==> src/rtl/pe_pkg.sv <==
// Shared types and arithmetic helpers for the systolic MAC processing element.
// Saturation is done in a wide signed domain so one routine covers every ACC_W/SIGNED pair.
package pe_pkg;

    localparam int PE_MAX_W = 128;

    typedef logic signed [PE_MAX_W:0] pe_wide_t;

    typedef enum logic {
        ST_FIRST = 1'b0,
        ST_ACC   = 1'b1
    } pe_state_e;

    function automatic pe_wide_t sat_hi(input int acc_w, input bit sgn);
        pe_wide_t one;
        one = pe_wide_t'(1);
        return sgn ? (one <<< (acc_w - 1)) - one : (one <<< acc_w) - one;
    endfunction

    function automatic pe_wide_t sat_lo(input int acc_w, input bit sgn);
        pe_wide_t one;
        one = pe_wide_t'(1);
        return sgn ? -(one <<< (acc_w - 1)) : '0;
    endfunction

    // Operands must already be extended according to their signedness.
    function automatic pe_wide_t sat_add(
        input  pe_wide_t a,
        input  pe_wide_t b,
        input  pe_wide_t hi,
        input  pe_wide_t lo,
        output logic     clamped
    );
        pe_wide_t s;
        s       = a + b;
        clamped = 1'b0;
        if (s > hi) begin
            s       = hi;
            clamped = 1'b1;
        end else if (s < lo) begin
            s       = lo;
            clamped = 1'b1;
        end
        return s;
    endfunction

endpackage

==> src/rtl/pe_drain_slot.sv <==
// Two-deep result storage (res_buf + output register) feeding the shared drain chain.
// Handshake: a word moves on out when o_res_valid & i_res_ready, and in when i_up_valid & o_up_ready.
module pe_drain_slot
    import pe_pkg::*;
#(
    parameter int ACC_W = 32
) (
    input  logic             clk,
    input  logic             rstn,
    input  logic             i_cap,
    input  logic [ACC_W-1:0] i_cap_data,
    input  logic [ACC_W-1:0] i_up_data,
    input  logic             i_up_valid,
    output logic             o_up_ready,
    output logic [ACC_W-1:0] o_res,
    output logic             o_res_valid,
    input  logic             i_res_ready,
    output logic             o_drop
);

    logic [ACC_W-1:0] r_buf;
    logic             r_buf_v;
    logic [ACC_W-1:0] r_out;
    logic             r_out_v;
    logic             w_slot_free;
    logic             w_buf_move;
    logic             w_drop;

    assign w_slot_free = !r_out_v || i_res_ready;
    assign w_buf_move  = w_slot_free && r_buf_v;
    // A capture is lost only when the buffer is full and cannot empty into the slot this cycle.
    assign w_drop      = i_cap && r_buf_v && !w_buf_move;

    always_ff @(posedge clk) begin
        if (!rstn) begin
            r_buf   <= '0;
            r_buf_v <= 1'b0;
        end else if (i_cap && !w_drop) begin
            r_buf   <= i_cap_data;
            r_buf_v <= 1'b1;
        end else if (w_buf_move) begin
            r_buf_v <= 1'b0;
        end
    end

    // Local result takes priority over upstream traffic.
    always_ff @(posedge clk) begin
        if (!rstn) begin
            r_out   <= '0;
            r_out_v <= 1'b0;
        end else if (w_slot_free) begin
            if (r_buf_v) begin
                r_out   <= r_buf;
                r_out_v <= 1'b1;
            end else if (i_up_valid) begin
                r_out   <= i_up_data;
                r_out_v <= 1'b1;
            end else begin
                r_out_v <= 1'b0;
            end
        end
    end

    assign o_up_ready  = w_slot_free && !r_buf_v;
    assign o_res       = r_out;
    assign o_res_valid = r_out_v;
    assign o_drop      = w_drop;

endmodule

==> src/rtl/pe_mac_sat.sv <==
// Systolic PE: tile-delimited saturating multiply-accumulate with operand forwarding.
// Finished tile results are handed to pe_drain_slot for the shared drain chain.
module pe_mac_sat
    import pe_pkg::*;
#(
    parameter int DATA_W = 8,
    parameter int ACC_W  = 32,
    parameter int SIGNED = 1
) (
    input  logic              clk,
    input  logic              rstn,
    input  logic              in_fire,
    input  logic              in_last,
    input  logic [DATA_W-1:0] in_a,
    input  logic [DATA_W-1:0] in_w,
    output logic              out_fire,
    output logic              out_last,
    output logic [DATA_W-1:0] out_a,
    output logic [DATA_W-1:0] out_w,
    input  logic [ACC_W-1:0]  in_res,
    input  logic              in_res_valid,
    output logic              in_res_ready,
    output logic [ACC_W-1:0]  out_res,
    output logic              out_res_valid,
    input  logic              out_res_ready,
    output logic              sat_flag,
    output logic              overrun,
    output pe_state_e         o_dbg_state
);

    localparam pe_wide_t SAT_HI = sat_hi(ACC_W, SIGNED != 0);
    localparam pe_wide_t SAT_LO = sat_lo(ACC_W, SIGNED != 0);

    logic [2*DATA_W-1:0] w_a_ext;
    logic [2*DATA_W-1:0] w_w_ext;
    logic [2*DATA_W-1:0] w_prod;
    logic [ACC_W-1:0]    w_prod_acc;
    pe_wide_t            w_prod_x;
    pe_wide_t            w_acc_x;

    pe_state_e           r_state;
    pe_state_e           w_state_next;
    logic [ACC_W-1:0]    r_acc;
    logic [ACC_W-1:0]    w_acc_next;
    logic                w_clamp;
    logic                w_cap;
    logic                w_drop;

    logic                r_fire;
    logic                r_last;
    logic [DATA_W-1:0]   r_a;
    logic [DATA_W-1:0]   r_w;
    logic                r_sat;
    logic                r_ovr;

    // Extending both operands to the product width makes one multiplier serve both signednesses.
    assign w_a_ext = (SIGNED != 0) ? {{DATA_W{in_a[DATA_W-1]}}, in_a} : {{DATA_W{1'b0}}, in_a};
    assign w_w_ext = (SIGNED != 0) ? {{DATA_W{in_w[DATA_W-1]}}, in_w} : {{DATA_W{1'b0}}, in_w};
    assign w_prod  = w_a_ext * w_w_ext;

    assign w_prod_acc = (SIGNED != 0) ? ACC_W'($signed(w_prod)) : ACC_W'(w_prod);
    assign w_prod_x   = (SIGNED != 0) ? pe_wide_t'($signed(w_prod)) : pe_wide_t'(w_prod);
    assign w_acc_x    = (SIGNED != 0) ? pe_wide_t'($signed(r_acc)) : pe_wide_t'(r_acc);

    always_comb begin
        w_state_next = r_state;
        w_acc_next   = r_acc;
        w_clamp      = 1'b0;
        if (in_fire) begin
            if (r_state == ST_FIRST) begin
                w_acc_next = w_prod_acc;
            end else begin
                w_acc_next = ACC_W'(sat_add(w_acc_x, w_prod_x, SAT_HI, SAT_LO, w_clamp));
            end
            w_state_next = in_last ? ST_FIRST : ST_ACC;
        end
    end

    always_ff @(posedge clk) begin
        if (!rstn) begin
            r_state <= ST_FIRST;
            r_acc   <= '0;
        end else begin
            r_state <= w_state_next;
            r_acc   <= w_acc_next;
        end
    end

    always_ff @(posedge clk) begin
        if (!rstn) begin
            r_fire <= 1'b0;
            r_last <= 1'b0;
            r_a    <= '0;
            r_w    <= '0;
        end else begin
            r_fire <= in_fire;
            r_last <= in_last;
            if (in_fire) begin
                r_a <= in_a;
                r_w <= in_w;
            end
        end
    end

    always_ff @(posedge clk) begin
        if (!rstn) begin
            r_sat <= 1'b0;
            r_ovr <= 1'b0;
        end else begin
            r_sat <= r_sat || w_clamp;
            r_ovr <= r_ovr || w_drop;
        end
    end

    assign w_cap = in_fire && in_last;

    pe_drain_slot #(
        .ACC_W(ACC_W)
    ) u_drain (
        .clk        (clk),
        .rstn       (rstn),
        .i_cap      (w_cap),
        .i_cap_data (w_acc_next),
        .i_up_data  (in_res),
        .i_up_valid (in_res_valid),
        .o_up_ready (in_res_ready),
        .o_res      (out_res),
        .o_res_valid(out_res_valid),
        .i_res_ready(out_res_ready),
        .o_drop     (w_drop)
    );

    assign out_fire    = r_fire;
    assign out_last    = r_last;
    assign out_a       = r_a;
    assign out_w       = r_w;
    assign sat_flag    = r_sat;
    assign overrun     = r_ovr;
    assign o_dbg_state = r_state;

endmodule

==> config.mk <==
export PLATFORM = sky130hd
export DESIGN_NAME = pe_mac_sat
export DESIGN_NICKNAME = d
export VERILOG_FILES = /design/src/rtl/pe_pkg.sv /design/src/rtl/pe_drain_slot.sv /design/src/rtl/pe_mac_sat.sv
export SDC_FILE = /design/constraint.sdc
export NUM_CORES = 1
export LEC_CHECK = 0
export CORE_ASPECT_RATIO = 2
export CORE_MARGIN = 2
export CORE_UTILIZATION = 42
export DETAILED_ROUTE_END_ITERATION = 12
export GPL_ROUTABILITY_DRIVEN = 0
export PLACE_DENSITY = 0.66
export SLEW_MARGIN = 20
export SYNTH_ARGS = -nofsm -noshare
export SYNTH_HDL_FRONTEND = slang
export SYNTH_HIERARCHICAL = 1
export SYNTH_SLANG_ARGS = --single-unit
==> constraint.sdc <==
create_clock -name clk -period 12.5 [get_ports clk]
set_clock_uncertainty 0.2 [all_clocks]
set_input_delay 1.875 -clock clk [delete_from_list [all_inputs] [get_ports clk]]
set_output_delay 1.875 -clock clk [all_outputs]
set_load 0.03 [all_outputs]
=== Word level (Yosys, flattened, before mapping) ===
Index checks and enable logic that the tools add are counted.

* Bits in registers: 119
* Bits of input ports: 54
* Output and inout bits: 55
* Logic and storage cells: 47

* $add $sub $neg: 1
* $mul: 1
* $lt $le $gt $ge: 2
* Multiplexer cells: 15
* Reduce and logical (&&, ||, !) cells: 16

{| class="wikitable"
|+ Operators by type and width
! kind !! count
|-
| two-way mux 32 bit || 6
|-
| adder 32 x 16 -> 33 bit || 1
|-
| > comparator 33 x 32 -> 1 bit, second input constant || 1
|-
| < comparator 33 x 32 -> 1 bit, second input constant || 1
|-
| multiplier 8 x 8 -> 16 bit || 1
|-
| two-way mux 1 bit || 9
|-
| logical AND 1 bit || 6
|-
| logical NOT 1 bit || 4
|-
| nonzero test 2 bit || 2
|-
| logical OR 1 bit || 3
|-
| AND reduction 2 bit || 1
|}

=== Logic depth before layout (Yosys ltp) ===
Gate-level depths: netlist of run 1.

* Depth in word-level cells: 8
* Gate-level depth with buffers: 30
* Depth with buffers taken out: 27

=== Modules after synthesis ===
The synthesis of run 1 kept the hierarchy.

{| class="wikitable"
|+ Modules (own cells, without submodules)
! module !! times used !! cells each !! area an instance (um2) !! seq. area each (um2)
|-
| pe_mac_sat || 1 || 808 || 6809.0 || 1061.0
|-
| pe_drain_slot || 1 || 298 || 3037.9 || 1321.3
|}

=== Least setup slack after synthesis of run 1 ===
OpenSTA, ideal clock, no wires.

* Path type: input port to flip-flop
* From: in in_w[3]
* To: reg u_drain.r_buf[29]
* Library setup time: 0.120 ns
* Data arrival time: 8.698 ns
* Required time: 12.180 ns
* Slack: 3.483 ns
* Cell stages on the path: 27
* Buffers on the path: 1
* Cells stage by stage: and2_1 > fa_1 > inv_1 > fa_1 > inv_1 > fa_1 > inv_1 > fa_1 > inv_1 > ha_1 > or2_2 > a21o_1 > nand3_1 > o21a_1 > xnor2_1 > ha_1 > and2_4 > a221o_1 > a31o_2 > a211oi_4 > o21ai_4 > a311oi_2 > or2_2 > buf_6 > a31oi_1 > nand2_1 > mux2i_1

* Longest elaborated chain between the ends: 7
* Elaborated cells between the ends (all ways): 8
* Those cells by class: add/sub (1); mul (1); order compare (2); mux (4)

{| class="wikitable"
|+ RTL lines
! item !! line !! text
|-
| start: declaration || pe_mac_sat.sv:15 || <nowiki>input logic [DATA_W-1:0] in_w,</nowiki>
|-
| multiplier 8 x 8 -> 16 bit * || pe_mac_sat.sv:59 || <nowiki>assign w_prod = w_a_ext * w_w_ext;</nowiki>
|-
| adder 32 x 16 -> 33 bit || pe_pkg.sv:35 || <nowiki>s = a + b;</nowiki>
|-
| < comparator 33 x 32 -> 1 bit || pe_pkg.sv:40 || <nowiki>end else if (s < lo) begin</nowiki>
|-
| two-way mux 32 bit || pe_pkg.sv:40 ||
|-
| two-way mux 32 bit || pe_pkg.sv:37 || <nowiki>if (s > hi) begin</nowiki>
|-
| two-way mux 32 bit * || pe_mac_sat.sv:70 || <nowiki>if (r_state == ST_FIRST) begin</nowiki>
|-
| two-way mux 32 bit * || pe_mac_sat.sv:69 || <nowiki>if (in_fire) begin</nowiki>
|-
| net w_acc_next[29] || pe_mac_sat.sv:44 || <nowiki>logic [ACC_W-1:0] w_acc_next;</nowiki>
|-
| end signal: assignment || pe_drain_slot.sv:39 || <nowiki>r_buf <= i_cap_data;</nowiki>
|-
| end: declaration || pe_drain_slot.sv:21 || <nowiki>logic [ACC_W-1:0] r_buf;</nowiki>
|}

The timed path passes the listed nets; every way through them passes the cells marked *.
A chain may end at the register's enable or synchronous reset.

=== Worst setup path after layout of run 1 ===
* From: in in_w[7]
* To: reg u_drain.r_buf[20]

The elaborated chain is that of the path after synthesis.

==> results of run 1 <==
stage by stage:
stage | hold WS, ns | instance area [µm²]
CTS | 0.258 | 11600
floorplan | 0.234 | 9850
global route | 0.279 | 11600
finish | 0.255 | 11600
global placement | 0.243 | 11000
detailed placement | 0.249 | 11000
cell type report:
type                       instances  area share
multi-input combinational        832       0.580
tap                              283      0.0305
clock inverter                    13      0.0145
clock buffer                      19      0.0390
inverter                          99      0.0320
sequential                       119       0.205
timing repair buffer             118      0.0988
cells in the final DEF (no fill, tap or decap), types with 4 or more instances in the layout:
cell	count
nand2b_1	23
o21ai_0	25
a21o_1	13
nand2_1	110
mux2i_1	81
xnor2_1	29
and3_1	5
o21bai_1	5
nor2_1	40
fa_1	56
a21oi_2	8
clkinv_4	4
o211a_1	35
a211oi_1	11
a31oi_1	13
clkbuf_16	17
o211ai_1	20
or2_2	5
o22ai_1	16
and2_1	67
nor2b_1	12
ha_1	63
buf_4	11
nand3_2	10
clkdlybuf4s50_1	106
nand3_1	54
a21oi_1	49
inv_1	99
a21boi_0	5
xor2_1	11
dfxtp_1	118
nor3_1	8
registers in the layout, summed over array words and instances (netlist names):
signal,cells
out_fire,1
u_drain/r_buf,32
sat_flag,1
overrun,1
u_drain/r_buf_v,1
out_last,1
u_drain/o_res,32
out_a,8
out_w,8
u_drain/o_res_valid,1
r_acc,32
o_dbg_state,1
per-layer routing:
layer,vias to the layer above,track usage,share of wire
li1,4012,-,-
met1,3864,0.214,0.38
met2,199,0.404,0.55
met3,61,0.0370,0.035
met4,0,0.102,0.038
met5,-,0,0
logic make-up (layout without fill, tap and decap cells):
logic type	after synthesis	after routing	synth area share
simple gates	352	352	0.186
compound gates	239	239	0.186
buf+inv	155	249	0.0731
fa+ha+maj	119	119	0.194
flops	119	119	0.242
mux	82	82	0.0835
xor+xnor	40	40	0.0356
critical path, stage by stage:
cell and delay, ns:
clkdlybuf4s50_1 0.72, nor2b_1 0.29, fa_1 0.46, fa_1 0.52, fa_1 0.55, inv_1 0.06
fa_1 0.53, inv_1 0.04, ha_1 0.33, o21ai_0 0.19, a21boi_0 0.15, a2111oi_2 0.50
o21a_1 0.24, xnor2_1 0.13, buf_4 0.29, ha_1 0.33, and2_4 0.20, a221o_1 0.34
a31o_2 0.25, a211oi_4 0.34, o21ai_4 0.15, a311oi_4 0.87, a21boi_0 0.37, a21oi_1 0.08
nand2_1 0.10, mux2i_1 0.08
worst min path at each step:
stage               cells past startpoint  slack, ns           endpoint
CTS                                     2       0.26  u_drain/r_buf[25]
floorplan                               2       0.23   u_drain/r_buf[0]
global placement                        2       0.24   u_drain/r_buf[7]
global route                            2       0.28  u_drain/r_buf[10]
detailed placement                      2       0.25  u_drain/r_buf[25]
finish                                  2       0.25  u_drain/r_buf[25]
==> results by group, run 1 <==
Global route
  – First-pass GRT wire length: a little over 40000 µm
  – Initial antenna violation count: 0
  – Largest net degree at the start of global routing: between 90 and 100
  – Global-route usage over all layers: 0.209
  – Vias in the first global route: between 8000 and 9000
  – Gr ovfl total: 0

Floorplanning
  – Rows: 79
  – DIE AREA: roughly 0.025 mm²
  – Die H: between 200 and 250 µm
  – Starting Density: 0.426
  – Core ar.: roughly 0.023 mm²
  – Die Width: roughly 110 µm
  – IO Pins: 109

Synthesis
  – Post-synth top flop: dfxtp_1
  – Most instantiated library cell after synthesis: dfxtp_1
  – Post-synthesis async set-or-reset flop share: 0
  – Synth unique cells: between 70 and 80
  – YS warnings: 6
  – Synth Instances: approximately 1100
  – Synth area leaders: dfxtp_1, fa_1, mux2i_1
  – Post-synthesis register bit count: 119
  – Mapped Area: roughly 0.01 mm²
  – Sequential area share after synthesis: 0.242
  – Post-synth top cells: dfxtp_1, nand2_1, inv_1
  – Number of synthesized flops with an enable pin: 0
  – Mapped Nets: between 1000 and 1500
  – Yosys top cell area share: 0.242
  – Yosys top cell by area: dfxtp_1
  – Mean area per synthesized cell: between 8 and 9 µm²

Timing
  – Setup ws final: ~2.6 ns
  – Relative slew slack: 0.376
  – Post-route clock period utilization: 0.791
  – Setup TNS: 0 ns
  – RSZ-0062 raised after global routing: no
  – Max Freq: approximately 100 MHz
  – Pins Over Slew Limit: 0
  – # setup viols final: 0
  – Least-Margin Pin Slew: ~0.94 ns
  – Final hold viol count: 0
  – Fin crit period: 9.89 ns

Routing
  – Routed wire length: between 20000 and 30000 µm
  – Vias: around 8100
  – Vias per inst: 5.49
  – DR iter-0 viols: about 450
  – DRT antenna net count: 0
  – Residual DRC count: 0
  – DR WL/cell: roughly 17 µm
  – DRT Pass-1 Iters: 5

Clock tree
  – TritonCTS clock tree: built
  – Post-CTS Resized: 0
  – CTS root buf: clkbuf_16
  – Skew-Pair Late Insertion Delay: 0.44 ns
  – Clock Sinks: 119
  – CTS max path bufs: 2
  – Worst-path clk slew: 0.06 ns
  – Setup Fix Bufs, Post-CTS: 0
  – Htree depth: 4
  – Hold Buf Count CTS: 0
  – TritonCTS Buffers: 17

Worst setup path
  – Crit end category: flip-flop
  – Worst flop-to-flop path startpoint: r_acc[0]
  – Required time worst endpoint: approximately 13 ns
  – R2r endpoint: u_drain/r_buf[29]
  – R2R Setup Slk: approximately 8.6 ns
  – CP arrival: 10.01 ns
  – Largest fanout on the critical path: 20
  – CP startpoint: in_w[7]
  – CP endpoint: u_drain/r_buf[20]
  – Kind of critical path: primary input to flip-flop
  – Crit start category: primary input
  – Reg2Reg Depth: 14

Placed design
  – Cells after DPL: 1451
  – Buffers on Ports: between 100 and 150
  – DP Worst Slack: about 2.2 ns
  – Detailed placer's ending HPWL: 19600 µm

Layout
  – Area grow syn2layout: 18.1%
  – Nets: 1360
  – Fill cells: 2212
  – Share of layout cells above drive strength 1: 0.0783
  – Final Non-Filler Cells: 1483
  – Multi-input gate area: 0.00675 mm²
  – N_diodes: 0
  – Final Util: 0.503
  – Seq. cell area: ~0.0024 mm²

Hold path
  – Worst hold start: u_drain/r_buf[25]
  – Hold WC Path Type: flip-flop to flip-flop

Job
  – Max_cap viols: 0

Run status
  – Outcome: complete, no violations
Power of run 1 is left out: the tool's default activity adds up to more than one toggle a clock period on the data nets, which glitch-free logic cannot reach.
==> run 2, diff against run 1 <==
--- a/config.mk
+++ b/config.mk
@@ -10,7 +10,7 @@
 export CORE_UTILIZATION = 42
 export DETAILED_ROUTE_END_ITERATION = 12
 export GPL_ROUTABILITY_DRIVEN = 0
-export PLACE_DENSITY = 0.66
+export PLACE_DENSITY = 0.69
 export SLEW_MARGIN = 20
 export SYNTH_ARGS = -nofsm -noshare
 export SYNTH_HDL_FRONTEND = slang
==> constraint.sdc (replaced) <==
create_clock -name clk -period 8.5 [get_ports clk]
set_clock_uncertainty 0.2 [all_clocks]
set_input_delay 1.275 -clock clk [delete_from_list [all_inputs] [get_ports clk]]
set_output_delay 1.275 -clock clk [all_outputs]
set_load 0.03 [all_outputs]
==> run 2 against run 1 <==
Cell area rose by 12%. First-iteration DRC count fell by 14%. Clock-buffer cell count fell by 1. Global-route usage rose by 1.7 points. Utilization rose by 6.2 points. Final cell count rose by 11%. Flip-flop and latch count did not move. Critical path depth rose by 4. Largest cell class unchanged. Sequential share of layout area fell by 2.2 points. Non-clock buffer count rose by 159. Worst hold slack improved by 0.0048 ns. Routed wire length rose by 9.4%.
==> results by group, run 2 (same netlist as run 1, synthesis figures left out) <==
Floorplanning
  – Starting Density: 0.426 (unchanged)
  – Die Width: 112 µm (unchanged)
  – IO Pins: 109 (unchanged)
  – DIE AREA: 0.0248 mm² (unchanged)
  – Rows: 79 (unchanged)
  – Core ar.: 0.0231 mm² (unchanged)
  – Die H: 221 µm (unchanged)

Layout
  – N_diodes: 0 (unchanged)
  – Final Non-Filler Cells: 1642 (+11%)
  – Nets: 1519 (+12%)
  – Fill cells: 2094 (-5.3%)
  – Area grow syn2layout: 32.6%
  – Commonest non-fill, non-tap cells in the layout: buf_4, dfxtp_1, nand2_1
  – Share of layout cells above drive strength 1: 0.202 (+0.124)
  – Commonest non-fill, non-tap cell in the layout: buf_4

Run status
  – Outcome: complete, no violations

Hold path
  – Hold WC Path Type: flip-flop to flip-flop
  – Hold depth: 2 (unchanged)

Clock tree
  – Hold Buf Count CTS: 0 (unchanged)
  – Skew-Pair Late Insertion Delay: 0.44 ns (about the same)
  – CTS max path bufs: 2 (unchanged)
  – Clock Sinks: 119 (unchanged)
  – Htree depth: 4 (unchanged)
  – TritonCTS clock tree: built
  – TritonCTS Buffers: 17 (unchanged)
  – CTS root buf: clkbuf_16
  – Worst-path clk slew: 0.06 ns (about the same)

Timing
  – Max Freq: between 100 and 150 MHz
  – # setup viols final: 0 (unchanged)
  – Setup TNS: 0 ns (unchanged)
  – Fin crit period: ~8.3 ns
  – Final hold viol count: 0 (unchanged)
  – Post-Route Hold Slack: 0.260 ns (+0.00478 ns)
  – Setup ws final: 0.178 ns (-2.43 ns)
  – Post-route clock period utilization: 0.979
  – Pins Over Slew Limit: 0 (unchanged)
  – Least-Margin Pin Slew: 0.776 ns (-0.160 ns)
  – Relative slew slack: 0.481 (+0.106)

Worst setup path
  – Crit-path leading delay family: adder cells
  – CP arrival: 8.48 ns (-1.53 ns)
  – Worst flop-to-flop path startpoint: r_acc[0]
  – Buf/Inv on CP: 9 (+5)
  – Reg2Reg Depth: 15 (+1)
  – Largest fanout on the critical path: 16 (-20%)
  – Kind of critical path: primary input to flip-flop
  – CP max stage cell: fa_1
  – Crit end category: flip-flop
  – Worst path max stage delay: 0.54 ns (-0.33 ns)
  – Crit start category: primary input
  – R2r endpoint: u_drain/r_buf[15]
  – Required time worst endpoint: 8.66 ns (-3.96 ns)
  – R2R Setup Slk: 4.76 ns (-3.82 ns)
  – Number of stages on the worst setup path: 30 (+15%)
  – CP startpoint: in_a[3]
  – CP endpoint: u_drain/r_buf[15]

Routing
  – Vias: 8947 (+10%)
  – DR iter-0 viols: 383 (-14%)
  – Residual DRC count: 0 (unchanged)
  – Routed wire length: 27800 µm (+9.4%)
  – DRT antenna net count: 0 (unchanged)
  – DRT Pass-1 Iters: 5 (unchanged)
  – DR WL/cell: 16.9 µm (-1.2%)
  – Vias per inst: 5.45 (-0.68%)

Placed design
  – DP Worst Slack: -0.587 ns (-2.80 ns)
  – Cells after DPL: 1608 (+11%)
  – Buffers on Ports: 108 (unchanged)
  – Detailed placer's ending HPWL: 21600 µm (+10%)

Global route
  – Initial antenna violation count: 0 (unchanged)
  – Vias in the first global route: 9418 (+12%)
  – Largest net degree at the start of global routing: 66 (-29%)
  – Gr ovfl total: 0 (unchanged)
  – Global-route usage over all layers: 0.226 (+0.0167)
  – First-pass GRT wire length: 45100 µm (+8.8%)

Job
  – Max_cap viols: 0 (unchanged)
-- run 2: metal layers --
| metal | track usage | wire, µm |
|---|---|---|
| met4 | 0.133 | 1490 |
| met3 | 0.0257 | 927 |
| met5 | 0 | 0 |
| met1 | 0.226 | 10100 |
| met2 | 0.441 | 15200 |
-- run 2: cell type report --
class                           count  area [µm²]  share of cell area
Clock buffer                       18         439              0.0336
Multi-Input combinational cell    832        6910               0.530
Inverter                           99         372              0.0285
Timing Repair Buffer              277        2430               0.186
Sequential cell                   119        2380               0.183
Clock inverter                     14         165              0.0126
Tap cell                          283         354              0.0271
-- run 2: stage by stage --
stage	cell area, µm²	utilization
global placement	12200	0.528
finish	13100	0.564
floorplan	9850	-
detailed placement	12200	0.528
CTS	12800	0.554
global route	13100	0.564
-- run 2: worst min-delay path by stage --
stage / start / end
after floorplan: u_drain/r_buf[0] / u_drain/r_buf[0]
after global placement: u_drain/r_buf[28] / u_drain/r_buf[28]
after detailed placement: u_drain/r_buf[21] / u_drain/r_buf[21]
after CTS: u_drain/r_buf[21] / u_drain/r_buf[21]
after global routing: u_drain/r_buf[26] / u_drain/r_buf[26]
final: u_drain/r_buf[26] / u_drain/r_buf[26]
-- run 2: worst reg2reg max path, delay by kind of cell (launching register included) --
| family | cells | cell delay (ns) |
|---|---|---|
| flip-flops | 1 | 0.35 |
| buffers and inverters | 3 | 0.34 |
| AO/OA/AOI/OAI | 5 | 1.51 |
| AND/OR/NAND/NOR | 4 | 0.50 |
| multiplexers | 1 | 0.15 |
| adder cells (fa/ha/maj) | 2 | 0.62 |
-- run 2: what timing repair did --
action                     CTS  global route
pin swaps                    1             9
setup buffers                0             2
resized for setup            1            45
setup endpoints to repair    8            64
Power of run 2 is left out for the same reason.
